### src/rtl/tt_seq_pkg.sv
// Shared types and constants for the times-table sequencer.
package tt_seq_pkg;

  typedef enum logic [1:0] {
    IDLE   = 2'd0,
    ISSUE  = 2'd1,
    DRAIN  = 2'd2,
    OUTPUT = 2'd3
  } tt_state_t;

  localparam int TT_DEF_WIDTH        = 3;
  localparam int TT_DEF_MULT_LATENCY = 1;

  // Rows in one table: every value the operand width can express.
  function automatic int tt_rows(input int w);
    return 1 << w;
  endfunction

endpackage

### src/rtl/tt_row_buffer.sv
// Row buffer: one registered write port (product capture) and one
// asynchronous read port (output pointer). Cleared on reset.
module tt_row_buffer
  import tt_seq_pkg::*;
#(
  parameter int WIDTH = TT_DEF_WIDTH,
  parameter int ROWS  = tt_rows(TT_DEF_WIDTH)
) (
  input  logic               clk,
  input  logic               rst_n,
  input  logic               we,
  input  logic [WIDTH-1:0]   waddr,
  input  logic [2*WIDTH-1:0] wdata,
  input  logic [WIDTH-1:0]   raddr,
  output logic [2*WIDTH-1:0] rdata
);

  logic [ROWS-1:0][2*WIDTH-1:0] mem;

  // Capture write; reset leaves no stale rows from an abandoned table.
  always_ff @(posedge clk or negedge rst_n) begin
    if (!rst_n) mem <= '0;
    else if (we) mem[waddr] <= wdata;
  end

  assign rdata = mem[raddr];

endmodule

### src/rtl/times_table_sequencer.sv
// Times-table sequencer: issues (0..ROWS-1) x table to an external
// multiplier, captures the products after MULT_LATENCY cycles into a row
// buffer and streams the finished table over valid/ready.
// Optional: define TT_SEQ_CHECK_EN to cross-check every captured product
// against a local multiply and raise a sticky err on mismatch.
module times_table_sequencer
  import tt_seq_pkg::*;
#(
  parameter int WIDTH        = TT_DEF_WIDTH,
  parameter int MULT_LATENCY = TT_DEF_MULT_LATENCY
) (
  input  logic               clk,
  input  logic               rst_n,
  input  logic               start,
  input  logic [WIDTH-1:0]   table_sel,
  output logic               busy,
  output logic               done,
  output logic [WIDTH-1:0]   mul_a,
  output logic [WIDTH-1:0]   mul_b,
  output logic               mul_enable,
  input  logic [2*WIDTH-1:0] mul_result,
  output logic               row_valid,
  input  logic               row_ready,
  output logic [WIDTH-1:0]   row_index,
  output logic [2*WIDTH-1:0] row_product,
  output logic               err
);

  localparam int             ROWS = tt_rows(WIDTH);
  localparam logic [WIDTH-1:0] LAST = WIDTH'(ROWS - 1);

  tt_state_t                              state;
  logic [WIDTH-1:0]                       tbl;
  logic [WIDTH-1:0]                       ptr;
  logic [MULT_LATENCY-1:0]                vld_pipe;
  logic [MULT_LATENCY-1:0][WIDTH-1:0]     idx_pipe;
  logic                                   cap_en;
  logic [WIDTH-1:0]                       cap_idx;
  logic [2*WIDTH-1:0]                     rd_prod;

  assign cap_en  = vld_pipe[MULT_LATENCY-1];
  assign cap_idx = idx_pipe[MULT_LATENCY-1];

  // Tag pipe mirrors the multiplier latency so each product lands on its row.
  always_ff @(posedge clk or negedge rst_n) begin
    if (!rst_n) begin
      vld_pipe <= '0;
      idx_pipe <= '0;
    end else begin
      vld_pipe[0] <= mul_enable;
      idx_pipe[0] <= mul_a;
      for (int i = MULT_LATENCY - 1; i > 0; i--) begin
        vld_pipe[i] <= vld_pipe[i-1];
        idx_pipe[i] <= idx_pipe[i-1];
      end
    end
  end

  // Control FSM: all outputs registered; done is a one-cycle pulse.
  always_ff @(posedge clk or negedge rst_n) begin
    if (!rst_n) begin
      state      <= IDLE;
      busy       <= 1'b0;
      done       <= 1'b0;
      tbl        <= '0;
      mul_a      <= '0;
      mul_enable <= 1'b0;
      row_valid  <= 1'b0;
      ptr        <= '0;
    end else begin
      done <= 1'b0;
      case (state)
        IDLE: if (start) begin
          tbl        <= table_sel;
          mul_a      <= '0;
          mul_enable <= 1'b1;
          busy       <= 1'b1;
          state      <= ISSUE;
        end
        ISSUE: if (mul_a == LAST) begin
          mul_a      <= '0;
          mul_enable <= 1'b0;
          state      <= DRAIN;
        end else begin
          mul_a <= mul_a + 1'b1;
        end
        // Last tag was pushed on DRAIN entry, so the pipe is non-empty until
        // the final capture has been written.
        DRAIN: if (!(|vld_pipe)) begin
          ptr       <= '0;
          row_valid <= 1'b1;
          state     <= OUTPUT;
        end
        OUTPUT: if (row_ready) begin
          if (ptr == LAST) begin
            ptr       <= '0;
            row_valid <= 1'b0;
            busy      <= 1'b0;
            done      <= 1'b1;
            state     <= IDLE;
          end else begin
            ptr <= ptr + 1'b1;
          end
        end
        default: state <= IDLE;
      endcase
    end
  end

  tt_row_buffer #(.WIDTH(WIDTH), .ROWS(ROWS)) u_buf (
    .clk   (clk),
    .rst_n (rst_n),
    .we    (cap_en),
    .waddr (cap_idx),
    .wdata (mul_result),
    .raddr (ptr),
    .rdata (rd_prod)
  );

  assign mul_b       = tbl;
  assign row_index   = ptr;
  assign row_product = row_valid ? rd_prod : '0;

`ifdef TT_SEQ_CHECK_EN
  logic [2*WIDTH-1:0] ref_prod;
  assign ref_prod = {{WIDTH{1'b0}}, cap_idx} * {{WIDTH{1'b0}}, tbl};

  // Sticky checker; a new accepted start begins a fresh table with err clear.
  always_ff @(posedge clk or negedge rst_n) begin
    if (!rst_n) err <= 1'b0;
    else if (state == IDLE && start) err <= 1'b0;
    else if (cap_en && mul_result != ref_prod) err <= 1'b1;
  end
`else
  assign err = 1'b0;
`endif

endmodule
### config.mk
export PLATFORM = sky130hd
export DESIGN_NAME = times_table_sequencer
export DESIGN_NICKNAME = d
export VERILOG_FILES = /design/src/rtl/tt_seq_pkg.sv /design/src/rtl/tt_row_buffer.sv /design/src/rtl/times_table_sequencer.sv
export SDC_FILE = /design/constraint.sdc
export NUM_CORES = 1
export LEC_CHECK = 0
export CORE_UTILIZATION = 51
export CTS_CLUSTER_DIAMETER = 50
export DETAILED_ROUTE_END_ITERATION = 8
export MAX_ROUTING_LAYER = met4
export PLACE_DENSITY = 0.76
export SKIP_LAST_GASP = 1
export SLEW_MARGIN = 20
export SYNTH_ARGS = -nofsm -noshare
export SYNTH_HDL_FRONTEND = slang
export SYNTH_SLANG_ARGS = --single-unit
export TNS_END_PERCENT = 50
### constraint.sdc
create_clock -name clk -period 1.75 [get_ports clk]
set_clock_uncertainty 0.15 [all_clocks]
set_input_delay 0.35 -clock clk [delete_from_list [all_inputs] [get_ports clk]]
set_output_delay 0.35 -clock clk [all_outputs]
set_load 0.005 [all_outputs]
==> flow_summary.toml <==
[clock_tree]
cts-root-buf = "clkbuf_8"
cts_tree = "done"
clock_latency_ns = 0.35
numCtsBuffers = 9
cts_buffer_depth = 2
htreeDepth = 3
cts_sinks = 67
clk_pin_slew_ns = 0.07

[power]
cellLeakagePower_nw = 1.888
ir_worst_vdd_mv = 0.9569
pwr_density_cell_mw_per_mm2 = 1774

[timing]
setup_viol = 18
setup_ws_ns = -0.6309
post-route-period-util = 1.361
slew_violations = 0
whs_ns = 0.2927
rsz0062_at_grt = "yes"
hold_viol = 0
min_period_ns = 2.381
max_freq_mhz = 420.0

[grt]
grt_pass1_wl_um = 11120
gr-usage-all-layers = 0.2432
grt_pass1_vias = 2107
antenna_found_initial = 0
grt-ovfl-total = 0
grt_max_degree = 34

[layout]
fill_cells = 415
multi_input_area_mm2 = 0.001448
num_antenna_cells = 0
fin_nets = 314
seq_area_mm2 = 0.001678
drive_gt1_frac = 0.4899
area_delta_synth_final_pct = 31.50

[detailed_routing]
wl_per_cell_um = 18.46
final_antenna_net_count = 0
drtIter0Drc = 119
first_pass_iters = 5
finalWirelength_um = 6887
num_vias = 2118
via_per_inst = 5.678
drc = 0

[yosys]
netlist-cell-type-count = 39
yosys_register_bits = 67
ys_async_sr_fraction = 1.000
synth_area_per_cell_um2 = 15.07
synth_edf_count = 0
synthesis.nets = 235
ys_seq_area_frac = 0.5198
synthFlopType = "dfrtp_1"
syn_area_mm2 = 0.003226
netlist_instances = 214
ys.warnings.count = 0

[placed_design]
pre_cts_ws_ns = -0.5157
hpwl_um = 4438
io_buffers = 31
routabilityCongestion = 0.7639

[outcome]
violations = "negative setup slack"
outcome = "complete, but fails checks"

[critical_path]
crit_arrival_ns = 1.88
critPathKind = "reg2out"
r2r_start = "row_index[1]"
crit_slowest_cell = "mux4_2"
critPathCaptureType = "output port"
cp_max_fo = 4
crit_start = "row_index[1]"
rr_worst_depth = 8
path_cells = "clkbuf_16 -> buf_8 -> mux4_2 -> mux2i_1 -> nor2_1 -> buf_2"
cp_data_required_time_ns = 1.25
crit_end = "row_product[2]"
max_stage_delay_ns = 0.49
startpoint_type = "register"
r2r-end = "state[1]"
rrSetupSlack_ns = -0.35

[hold_path]
hold_class = "in2async"

[die]
fp.dieW_um = 81.53
placementRows = 28
io_pins = 33
initial_core_util = 0.5353
die-area_mm2 = 0.006646
core_mm2 = 0.006026
die_h_um = 81.53

[run]
maxCapViolCount = 0
-- cells by family after synthesis --
logic type      synth area share
fa+ha+maj                0.03103
simple gates             0.07138
flops                     0.5198
compound gates           0.05198
other cells             0.001163
mux                       0.2948
buf+inv                  0.02987
-- cells in the mapped netlist (2+ instances only) --
cell type / number / share of area
nor2_1: 7 / 0.0081
nand4b_1: 3 / 0.0081
nor3_4: 2 / 0.010
and2b_1: 2 / 0.0047
mux4_1: 4 / 0.033
inv_1: 6 / 0.0070
mux4_2: 8 / 0.056
o21ai_0: 3 / 0.0047
a21oi_1: 2 / 0.0031
nor2b_1: 2 / 0.0039
a31o_2: 3 / 0.0081
a22o_1: 2 / 0.0054
o2bb2ai_1: 2 / 0.0054
ha_1: 8 / 0.031
o31ai_1: 2 / 0.0047
mux2_2: 51 / 0.18
nor3b_4: 2 / 0.012
buf_6: 2 / 0.0070
dfrtp_1: 67 / 0.52
buf_2: 4 / 0.0062
mux2i_1: 8 / 0.025
nand2_1: 7 / 0.0081
-- metrics by stage --
stage,TNS [ns],std cells,power (mW),util,area [um^2]
2_1_floorplan,-0.3734,214,4.527,-,3226
3_3_place_gp,-3.403,342,5.559,0.6362,3834
3_5_place_dp,-3.624,342,5.687,0.6362,3834
4_1_cts,-5.571,372,7.523,0.7014,4227
5_1_grt,-5.951,373,7.935,0.7039,4242
6_report,-4.971,373,7.523,0.7039,4242
-- area by class of cell --
type                            instances  area share
Clock buffer                           10     0.03009
Inverter                                6    0.005310
Multi-Input combinational cell        132      0.3413
Sequential cell                        67      0.3956
Timing Repair Buffer                   77      0.1732
Clock inverter                          6     0.03245
Tap cell                               75     0.02212
-- layer usage --
metal,share of wire,GRT usage,vias up
met3,0.042,0.04444,13
met2,0.48,0.3508,51
li1,-,-,954
met4,0.020,0.1036,0
met1,0.46,0.3375,1100
met5,0,-,-
-- repair_timing --
item                                    CTS  global route
resized for setup                        40             6
endpoints found under the setup margin   16            22
cloned                                    1             0
hold buffers                              1             0
buffers inserted                         12             1
pin swaps                                 1             1
endpoints found under the hold margin    10             0
-- power breakdown --
part | internal, mW | switching [mW] | total, mW
logic | 1.92 | 1.16 | 3.08
registers | 2.26 | 0.461 | 2.72
clock network | 1.10 | 0.624 | 1.72
-- cells in the final DEF (no fill, tap or decap), drive strengths merged, types with 4 or more instances in the layout --
cell type and count:
mux4 12, ha 8, inv 6, clkbuf 11, nor2 7, clkdlybuf4s50 22, mux2 52, buf 51
bufinv 4, mux2i 8, nand2 8, dfrtp 67
-- state kept, by name, indices dropped and copies added (netlist names) --
register and count:
row_valid 1, u_buf.mem 48, busy 1, mul_a 3, state 2, mul_enable 1, cap_idx 3, done 1
row_index 3, cap_en 1, mul_b 3
-- critical path, delay by kind of cell, from the launching register on --
kind	cells	cell delay [ns]
flops	1	0.43
buf+inv	3	0.40
mux	2	0.64
simple gates	1	0.06
-- worst min path at each step --
stage | endpoint | cells after the start | from
3_3_place_gp | mul_b[2] | 1 | rst_n
4_1_cts | mul_enable | 2 | rst_n
2_1_floorplan | busy | 0 | rst_n
3_5_place_dp | mul_b[2] | 1 | rst_n
6_report | mul_enable | 2 | rst_n
5_1_grt | mul_enable | 2 | rst_n
(Power assumes the default switching activity.)
